File: src/rtl/elevator_dispatch_fsm.sv
// Single-car SCAN dispatcher: walks 6 floors, dwells at stops, pulses clears for served calls.
// Latency: one registered cycle from request to action; no backpressure, clears are fire-and-forget pulses.
module elevator_dispatch_fsm #(
   parameter int MOVE_CYCLES = 4,
   parameter int DOOR_CYCLES = 6,
   parameter int CNT_W       = 32
) (
   input  logic       clk,
   input  logic       rst,
   input  logic [5:0] car_req,
   input  logic [9:0] hall_req,
   output logic [5:0] car_clr,
   output logic [9:0] hall_clr,
   output logic [2:0] floor,
   output logic       dir_up,
   output logic       moving,
   output logic       door_open
);

   typedef enum logic [1:0] {IDLE, MOVE, DOOR} state_t;

   localparam logic [CNT_W-1:0] MOVE_LAST = CNT_W'(MOVE_CYCLES - 1);
   localparam logic [CNT_W-1:0] DOOR_LAST = CNT_W'(DOOR_CYCLES - 1);

   state_t           state, state_n;
   logic [CNT_W-1:0] timer, timer_n;
   logic [2:0]       floor_n;
   logic             dir_n, arrived, arrived_n;
   logic             moving_n, door_open_n;
   logic [5:0]       car_clr_n, car_clr_d;
   logic [9:0]       hall_clr_n, hall_clr_d;

   logic [5:0]       car_eff, fl_req;
   logic [9:0]       hall_eff;
   logic [3:0]       up_idx, dn_idx;
   logic             up_here, dn_here, dir_call, opp_call;
   logic             above, below, ahead, behind, serve, open_door;

   // Bits pulsed this cycle or last cycle are masked: the latch may lag one cycle behind a clear.
   always_comb begin
      car_eff  = car_req & ~(car_clr | car_clr_d);
      hall_eff = hall_req & ~(hall_clr | hall_clr_d);
      fl_req   = '0;
      above    = 1'b0;
      below    = 1'b0;
      for (int f = 0; f < 6; f++) begin
         fl_req[f] = car_eff[f];
         if (f < 5) fl_req[f] = fl_req[f] | hall_eff[f];
         if (f > 0) fl_req[f] = fl_req[f] | hall_eff[f+4];
         if (3'(f) > floor) above = above | fl_req[f];
         if (3'(f) < floor) below = below | fl_req[f];
      end
      up_idx   = {1'b0, floor};
      dn_idx   = {1'b0, floor} + 4'd4;
      up_here  = (floor != 3'd5) && hall_eff[up_idx];
      dn_here  = (floor != 3'd0) && hall_eff[dn_idx];
      dir_call = dir_up ? up_here : dn_here;
      opp_call = dir_up ? dn_here : up_here;
      ahead    = dir_up ? above : below;
      behind   = dir_up ? below : above;
      // An opposite-direction call here waits for the return sweep while work remains ahead.
      serve    = car_eff[floor] | dir_call | (opp_call & ~ahead);
   end

   always_comb begin
      state_n    = state;
      timer_n    = timer;
      floor_n    = floor;
      dir_n      = dir_up;
      arrived_n  = 1'b0;
      car_clr_n  = '0;
      hall_clr_n = '0;
      open_door  = 1'b0;

      case (state)
         IDLE: begin
            if (serve) begin
               open_door = 1'b1;
            end else if (ahead) begin
               state_n = MOVE;
               timer_n = '0;
            end else if (behind) begin
               state_n = MOVE;
               timer_n = '0;
               dir_n   = ~dir_up;
            end
         end
         MOVE: begin
            if (arrived) begin
               if (serve || !ahead) open_door = 1'b1;
            end else if (timer == MOVE_LAST) begin
               timer_n   = '0;
               arrived_n = 1'b1;
               if (dir_up && floor != 3'd5)       floor_n = floor + 3'd1;
               else if (!dir_up && floor != 3'd0) floor_n = floor - 3'd1;
            end else begin
               timer_n = timer + CNT_W'(1);
            end
         end
         DOOR: begin
            if (timer == DOOR_LAST) begin
               state_n = IDLE;
               timer_n = '0;
            end else begin
               timer_n = timer + CNT_W'(1);
            end
         end
         default: state_n = IDLE;
      endcase

      // Stop at the current floor: clear what is served and turn around if nothing lies ahead.
      if (open_door) begin
         state_n   = DOOR;
         timer_n   = '0;
         car_clr_n = car_eff & (6'b000001 << floor);
         if (up_here && (dir_up || !ahead))  hall_clr_n[up_idx] = 1'b1;
         if (dn_here && (!dir_up || !ahead)) hall_clr_n[dn_idx] = 1'b1;
         if (!ahead) dir_n = ~dir_up;
      end

      moving_n    = (state_n == MOVE);
      door_open_n = (state_n == DOOR);
   end

   always_ff @(posedge clk) begin
      if (rst) begin
         state      <= IDLE;
         timer      <= '0;
         floor      <= 3'd0;
         dir_up     <= 1'b1;
         arrived    <= 1'b0;
         moving     <= 1'b0;
         door_open  <= 1'b0;
         car_clr    <= '0;
         hall_clr   <= '0;
         car_clr_d  <= '0;
         hall_clr_d <= '0;
      end else begin
         state      <= state_n;
         timer      <= timer_n;
         floor      <= floor_n;
         dir_up     <= dir_n;
         arrived    <= arrived_n;
         moving     <= moving_n;
         door_open  <= door_open_n;
         car_clr    <= car_clr_n;
         hall_clr   <= hall_clr_n;
         car_clr_d  <= car_clr;
         hall_clr_d <= hall_clr;
      end
   end

endmodule
File: config.mk
export PLATFORM = sky130hd
export DESIGN_NAME = elevator_dispatch_fsm
export DESIGN_NICKNAME = d
export VERILOG_FILES = /design/src/rtl/elevator_dispatch_fsm.sv
export SDC_FILE = /design/constraint.sdc
export NUM_CORES = 1
export LEC_CHECK = 0
export ABC_AREA = 1
export CORE_MARGIN = 2
export CORE_UTILIZATION = 60
export CTS_BUF_LIST = sky130_fd_sc_hd__clkbuf_4
export DETAILED_ROUTE_END_ITERATION = 8
export HOLD_SLACK_MARGIN = 0.15
export MAX_ROUTING_LAYER = met4
export PLACE_DENSITY = 0.86
export SYNTH_ARGS = -nofsm -noshare
export SYNTH_HDL_FRONTEND = slang
export SYNTH_SLANG_ARGS = --single-unit
File: constraint.sdc
create_clock -name clk -period 6.2 [get_ports clk]
set_input_delay 1.24 -clock clk [delete_from_list [all_inputs] [get_ports clk]]
set_output_delay 1.24 -clock clk [all_outputs]
set_load 0.02 [all_outputs]
======== Word level (Yosys, flattened, before mapping) ========
Index checks and enable logic that the tools add are counted.
Widths: inputs -> output; s select.
storage, ports and cells
  register bits ........................... 73
  input bits .............................. 18
  output and inout port bits .............. 22
  logic and storage cells ................. 156
operators by class
  $add $sub $neg .......................... 4
  order comparisons ....................... 17
  eq/ne operators ......................... 10
  shift operators ......................... 1
  muxes and demuxes ....................... 55
  bitwise gates (word level) .............. 36
  reductions and logical operators ........ 22
operators by type and width
  cell                   number
  $mux 32                6
  $pmux 32 s3            1
  $add 32x1->32 const B  1
  $eq 32x2->1 const B    1
  $eq 32x3->1 const B    1
  $mux 1                 31
  $or 1x1->1             22
  $mux 10                2
  $or 10x10->10          2
  $and 6x6->6            2
  $and 10x10->10         1
  $mux 2                 5
  $not 10->10            1
  $logic_and 1x1->1      8
  $mux 8                 1
  $reduce_and 4->1       2
  $bmux 1 s3             2
  $gt 1x3->1 const A     2
  $gt 2x3->1 const A     2
  $gt 3x3->1 const A     2
  $lt 1x3->1 const A     2
  $lt 2x3->1 const A     2
  $lt 3x3->1 const A     2
  $mux 3                 2
  other kinds (29)       42

======== Depth between registers and ports, before layout ========
  depth after elaboration ................. 26
  gate-level depth with buffers ........... 19
  gate-level depth less buffers ........... 19

======== Worst setup path after synthesis ========
Ideal clock, no wire load.
  kind .................................... input to register
  start ................................... input port car_req[1]
  end ..................................... register timer[0]
  setup time .............................. 123 ps
  arrival time ............................ 2,570 ps
  data required time ...................... 6,077 ps
  path slack .............................. 3,507 ps
  stages .................................. 16
  path buffers ............................ 2
  cells stage by stage .................... nand2_1 > nand3_1 > nand2_1 > nand3_1 > nand2_1 > nand2_2 > nand2_1 > nand2_1 > nand2_2 > nand3_2 > nand2_4 > inv_4 > buf_8 > buf_8 > nand2_1 > a21oi_2
on the way
  cells in the longest elaborated chain, start to end .. 22
ends and longest elaborated chain
  element                           line    RTL
  from (decl)                       10      input logic [5:0] car_req,
  $and 6x6->6 *                     41      car_eff = car_req & ~(car_clr | car_clr_d);
  $or 1x1->1                        48      if (f < 5) fl_req[f] = fl_req[f] | hall_eff[f];
  $or 1x1->1                        49      if (f > 0) fl_req[f] = fl_req[f] | hall_eff[f+4];
  $or 1x1->1 (on tied branches)     51, 50
  $mux 1 (on tied branches)         51, 50
  $or 1x1->1 (on tied branches)     51, 50
  $mux 1 (on tied branches)         51, 50
  $or 1x1->1 (on tied branches)     51, 50
  [6 not listed]                    n/a
  $not 1->1                         62      serve = car_eff[floor] | dir_call | (opp_call & ~ahead);
  $and 1x1->1                       62
  $or 1x1->1                        62
  $logic_or 1x1->1                  90      if (serve || !ahead) open_door = 1'b1;
  $mux 1                            90
  $mux 1                            89      if (arrived) begin
  $pmux 1 s2                        75      case (state)
  $reduce_or 2->1 (no source line)  n/a
  to (signal assigned)              140     timer <= timer_n;
  to (decl)                         26      logic [CNT_W-1:0] timer, timer_n;
Mark *: on every way between the ends. The rest lies on a longest branch, timed or not. The select of a mux whose other input is x is not followed.
A chain may end at the register's enable or synchronous reset.

======== Worst setup path after layout ========
  start ................................... input port car_req[2]
  end ..................................... register timer[14]
on the way
  cells in the longest elaborated chain, start to end .. 20
ends and longest elaborated chain
  element                           line
  $and 6x6->6 *                     41
  $or 1x1->1                        48
  $or 1x1->1                        49
  $or 1x1->1 (on tied branches)     51, 50
  $mux 1 (on tied branches)         51, 50
  $or 1x1->1 (on tied branches)     51, 50
  $mux 1 (on tied branches)         51, 50
  $or 1x1->1 (on tied branches)     51, 50
  [4 not listed]                    n/a
  $not 1->1                         62
  $and 1x1->1                       62
  $or 1x1->1                        62
  $logic_or 1x1->1                  90
  $mux 1                            90
  $mux 1                            89
  $pmux 1 s2                        75
  $reduce_or 2->1 (no source line)  n/a
Marked as above.

==> flow_metrics.env <==
export IMPL_status="completed"
export IMPL_synthTopCellsByArea="dfxtp_1 33%, nand2_1 14%, nor2_1 6.8%"
export IMPL_cp_start_kind="primary input"
export IMPL_synth_most_common_cell="nand2_1"
export IMPL_root_buffer="clkbuf_4"
export IMPL_worst_pin_slew_ns=0.9316
export IMPL_area_delta_synth_final_pct=12.09
export IMPL_sequentialPowerShare_pct=37.3
export IMPL_max_freq_ghz=0.3083
export IMPL_fill_cells=664
export IMPL_critPathBufInv=2
export IMPL_first_global_vias=3858
export IMPL_hpwl_um=8418
export IMPL_min_path_cells=2
export IMPL_synth_edff_count=0
export IMPL_period_minus_slack_ns=3.244
export IMPL_grt_max_degree=39
export IMPL_synth_top_area_cell="dfxtp_1"
export IMPL_ys_ff_latch=73
export IMPL_critPathKind="primary input to flip-flop"
export IMPL_numCtsBuffers=9
export IMPL_antenna_found_initial=0
export IMPL_irDropWorstVdd_mv=0.2035
export IMPL_clock_sinks=73
export IMPL_critPathMaxStageDelay_ns=0.45
export IMPL_timing_final_crit_share_pct=52.32
export IMPL_rsz0062_at_grt="no"
export IMPL_post_cts_setup_buffers=0
export IMPL_yosysWarnings=0
export IMPL_synth_top_family_by_area="simple AND/OR/NAND/NOR gates"
export IMPL_htreeDepth=3
export IMPL_dieArea_sq_um=8031
export IMPL_end_kind="flip-flop"
export IMPL_path_max_fanout=38
export IMPL_slew_headroom_pct=37.90
export IMPL_detail_route_first_pass_iterations=5
export IMPL_antenna_left=0
export IMPL_synth_cell_types=36
export IMPL_required_ns=6.55
export IMPL_avgSynthCellArea_sq_um=6.623
export IMPL_fp_dieH_um=89.62
export IMPL_cts_resized=0
export IMPL_synthXorXnorAreaFrac_pct=4.182
export IMPL_syn_nets=694
export IMPL_port_buffers=39
export IMPL_drive_above_1_share_pct=8.166
export IMPL_drt_initial_drc_count=459
export IMPL_hold_viol_final=0
export IMPL_viasPerCell=5.611
export IMPL_critical_path_most_common_cell="nand2_1"
export IMPL_p_comb_share_pct=40.0
export IMPL_leakagePower_nw=1.873
export IMPL_crit_path_top_delay_cell="clkdlybuf4s50_1"
export IMPL_placed_cells=781
export IMPL_nets=723
export IMPL_drt_total_wl_um=11460
export IMPL_rows=31
export IMPL_coreArea_sq_um=7176
export IMPL_gp_congestion=0.9921
export IMPL_num_vias=4472
export IMPL_hold_path_class="flip-flop to flip-flop"
export IMPL_internal_power_w=0.0008355
export IMPL_dieWidth_um=89.62
export IMPL_grt_pass1_wl_um=18400
export IMPL_setup_viol=0
export IMPL_crit_chain="clkdlybuf4s50_1, nand2_1, nand3_1, nand2_1, nand3_1, nand2_1, nand2_2, nand2_1, nand2_1, nand2_2, nand3_2, nand2_4, inv_4, nand3_1, a21oi_1"
export IMPL_p_sw_share_pct=45.04
export IMPL_drv_slew=0
export IMPL_pre_cts_slack_ns=2.572
export IMPL_powerDensity_nw_per_um2=308.4
export IMPL_ys_top_cells_by_count="163 x nand2_1, 80 x nor2_1, 73 x dfxtp_1"
export IMPL_start_util_pct=61.29
export IMPL_route_detailed_drc=0
export IMPL_arrival_ns=3.60
export IMPL_crit_family="simple AND/OR/NAND/NOR gates"
export IMPL_r2r_cells=15
export IMPL_pwr_share_clk_pct=22.7
export IMPL_final_setup_worst_slack_ns=2.956
export IMPL_seq_area_frac_synth_pct=33.23
export IMPL_cap_violations=0
export IMPL_synth_simple_area_share_pct=39.54
export IMPL_grt_ovfl_total=0
export IMPL_async_flop_share_pct=0
export IMPL_fin_cells=797
export IMPL_muxShareOfSynthArea_pct=0
export IMPL_synth_cells=664
export IMPL_p_switching_w=0.0006849
export IMPL_worst_path_stages=15
export IMPL_clockBufferDepth=2
export IMPL_antenna_cells=0
export IMPL_io_pins=40
export IMPL_cts_tree="done"
export IMPL_synth_ff_type="dfxtp_1"
export IMPL_syn_cell_area_sq_um=4398
export IMPL_cts_reportedPaths_clkPinSlew_ns=0.14
export IMPL_clk_latency_ns=0.44
export IMPL_track_usage_pct=30.34
export IMPL_synthAdderAreaFrac_pct=3.414
export IMPL_routedWlPerCell_um=14.38
export IMPL_synth_top_area_share_pct=33.23
export IMPL_skew_ns=0.02869
export IMPL_setup_tns_ns=0
export IMPL_synth_compound_area_share_pct=9.644
export IMPL_holdBufCountCts=0
-- cell type report --
| cell class | instances | area [sq um] | share of cell area (%) |
|---|---|---|---|
| well taps | 99 | 123.9 | 2.513 |
| multi-input cells | 493 | 2497 | 50.66 |
| inverters | 76 | 287.8 | 5.838 |
| flip-flops and latches | 73 | 1461 | 29.64 |
| clock inverters | 7 | 93.84 | 1.904 |
| repair buffers | 40 | 397.9 | 8.071 |
| clock buffers | 9 | 67.56 | 1.371 |
-- routing by layer --
layer | global-route usage [%] | part of all wire [%] | vias to the layer above
met5 | - | 0 | -
met4 | 8.141 | 1.0 | 0
met3 | 5.393 | 9.4 | 10
met2 | 42.05 | 42 | 228
met1 | 45.07 | 47 | 2017
li1 | - | - | 2217
-- cell usage in the layout (no fill, tap or decap), types with 4 or more instances in the layout --
cell type	n
a21oi_1	51
o21ai_0	20
nand2_1	163
inv_1	65
nor2_1	80
ha_1	12
nand3_2	13
xor2_1	13
nor3_1	31
xnor2_1	8
clkbuf_4	9
nand4_1	13
or2_2	4
dfxtp_1	73
nand2_2	4
nand3_1	53
clkdlybuf4s50_1	39
inv_2	9
nor4_1	11
-- final timing paths --
| check | startpoint | slack (ns) | to |
|---|---|---|---|
| min | hall_clr[1] | 0.45 | hall_clr_d[1] |
| min reg2reg | hall_clr[1] | 0.45 | hall_clr_d[1] |
| max reg2reg | floor[0] | 3.12 | timer[14] |
| max | car_req[2] | 2.96 | timer[14] |
-- state kept, by name, summed over array words and instances (netlist names) --
register	cells
moving	1
door_open	1
floor	3
state	2
car_clr	6
dir_up	1
arrived	1
car_clr_d	6
timer	32
hall_clr_d	10
hall_clr	10
-- tightest hold or removal path, cell delays in order, from the launching register on --
cell,delay (ns)
dfxtp_1,0.35
inv_1,0.05
nor2_1,0.03
-- metrics by stage --
step | hold WS (ns) | area [sq um] | total power (W) | utilization [%]
global route | 0.4707 | 4930 | 0.001608 | 68.70
detailed placement | 0.4264 | 4768 | 0.001169 | 66.45
global placement | 0.4202 | 4768 | 0.001148 | 66.45
CTS | 0.4494 | 4930 | 0.001511 | 68.70
floorplan | 0.4215 | 4398 | 0.001064 | -
finish | 0.4472 | 4930 | 0.001520 | 68.70
-- power groups by stage --
stage | Combinational (W) | Sequential (W) | Clock, W
floorplan | 0.000494 | 0.000570 | 0
global placement | 0.000575 | 0.000573 | 0
detailed placement | 0.000594 | 0.000575 | 0
CTS | 0.000597 | 0.000565 | 0.000349
global route | 0.000667 | 0.000574 | 0.000368
finish | 0.000608 | 0.000567 | 0.000345
-- logic make-up (layout without fill, tap and decap cells) --
family,count (synthesis),after routing
simple gates,380,380
buf+inv,98,132
compound gates,80,80
flops,73,73
xor+xnor,21,21
fa+ha+maj,12,12
No activity file was read; power rests on OpenSTA's default activity.
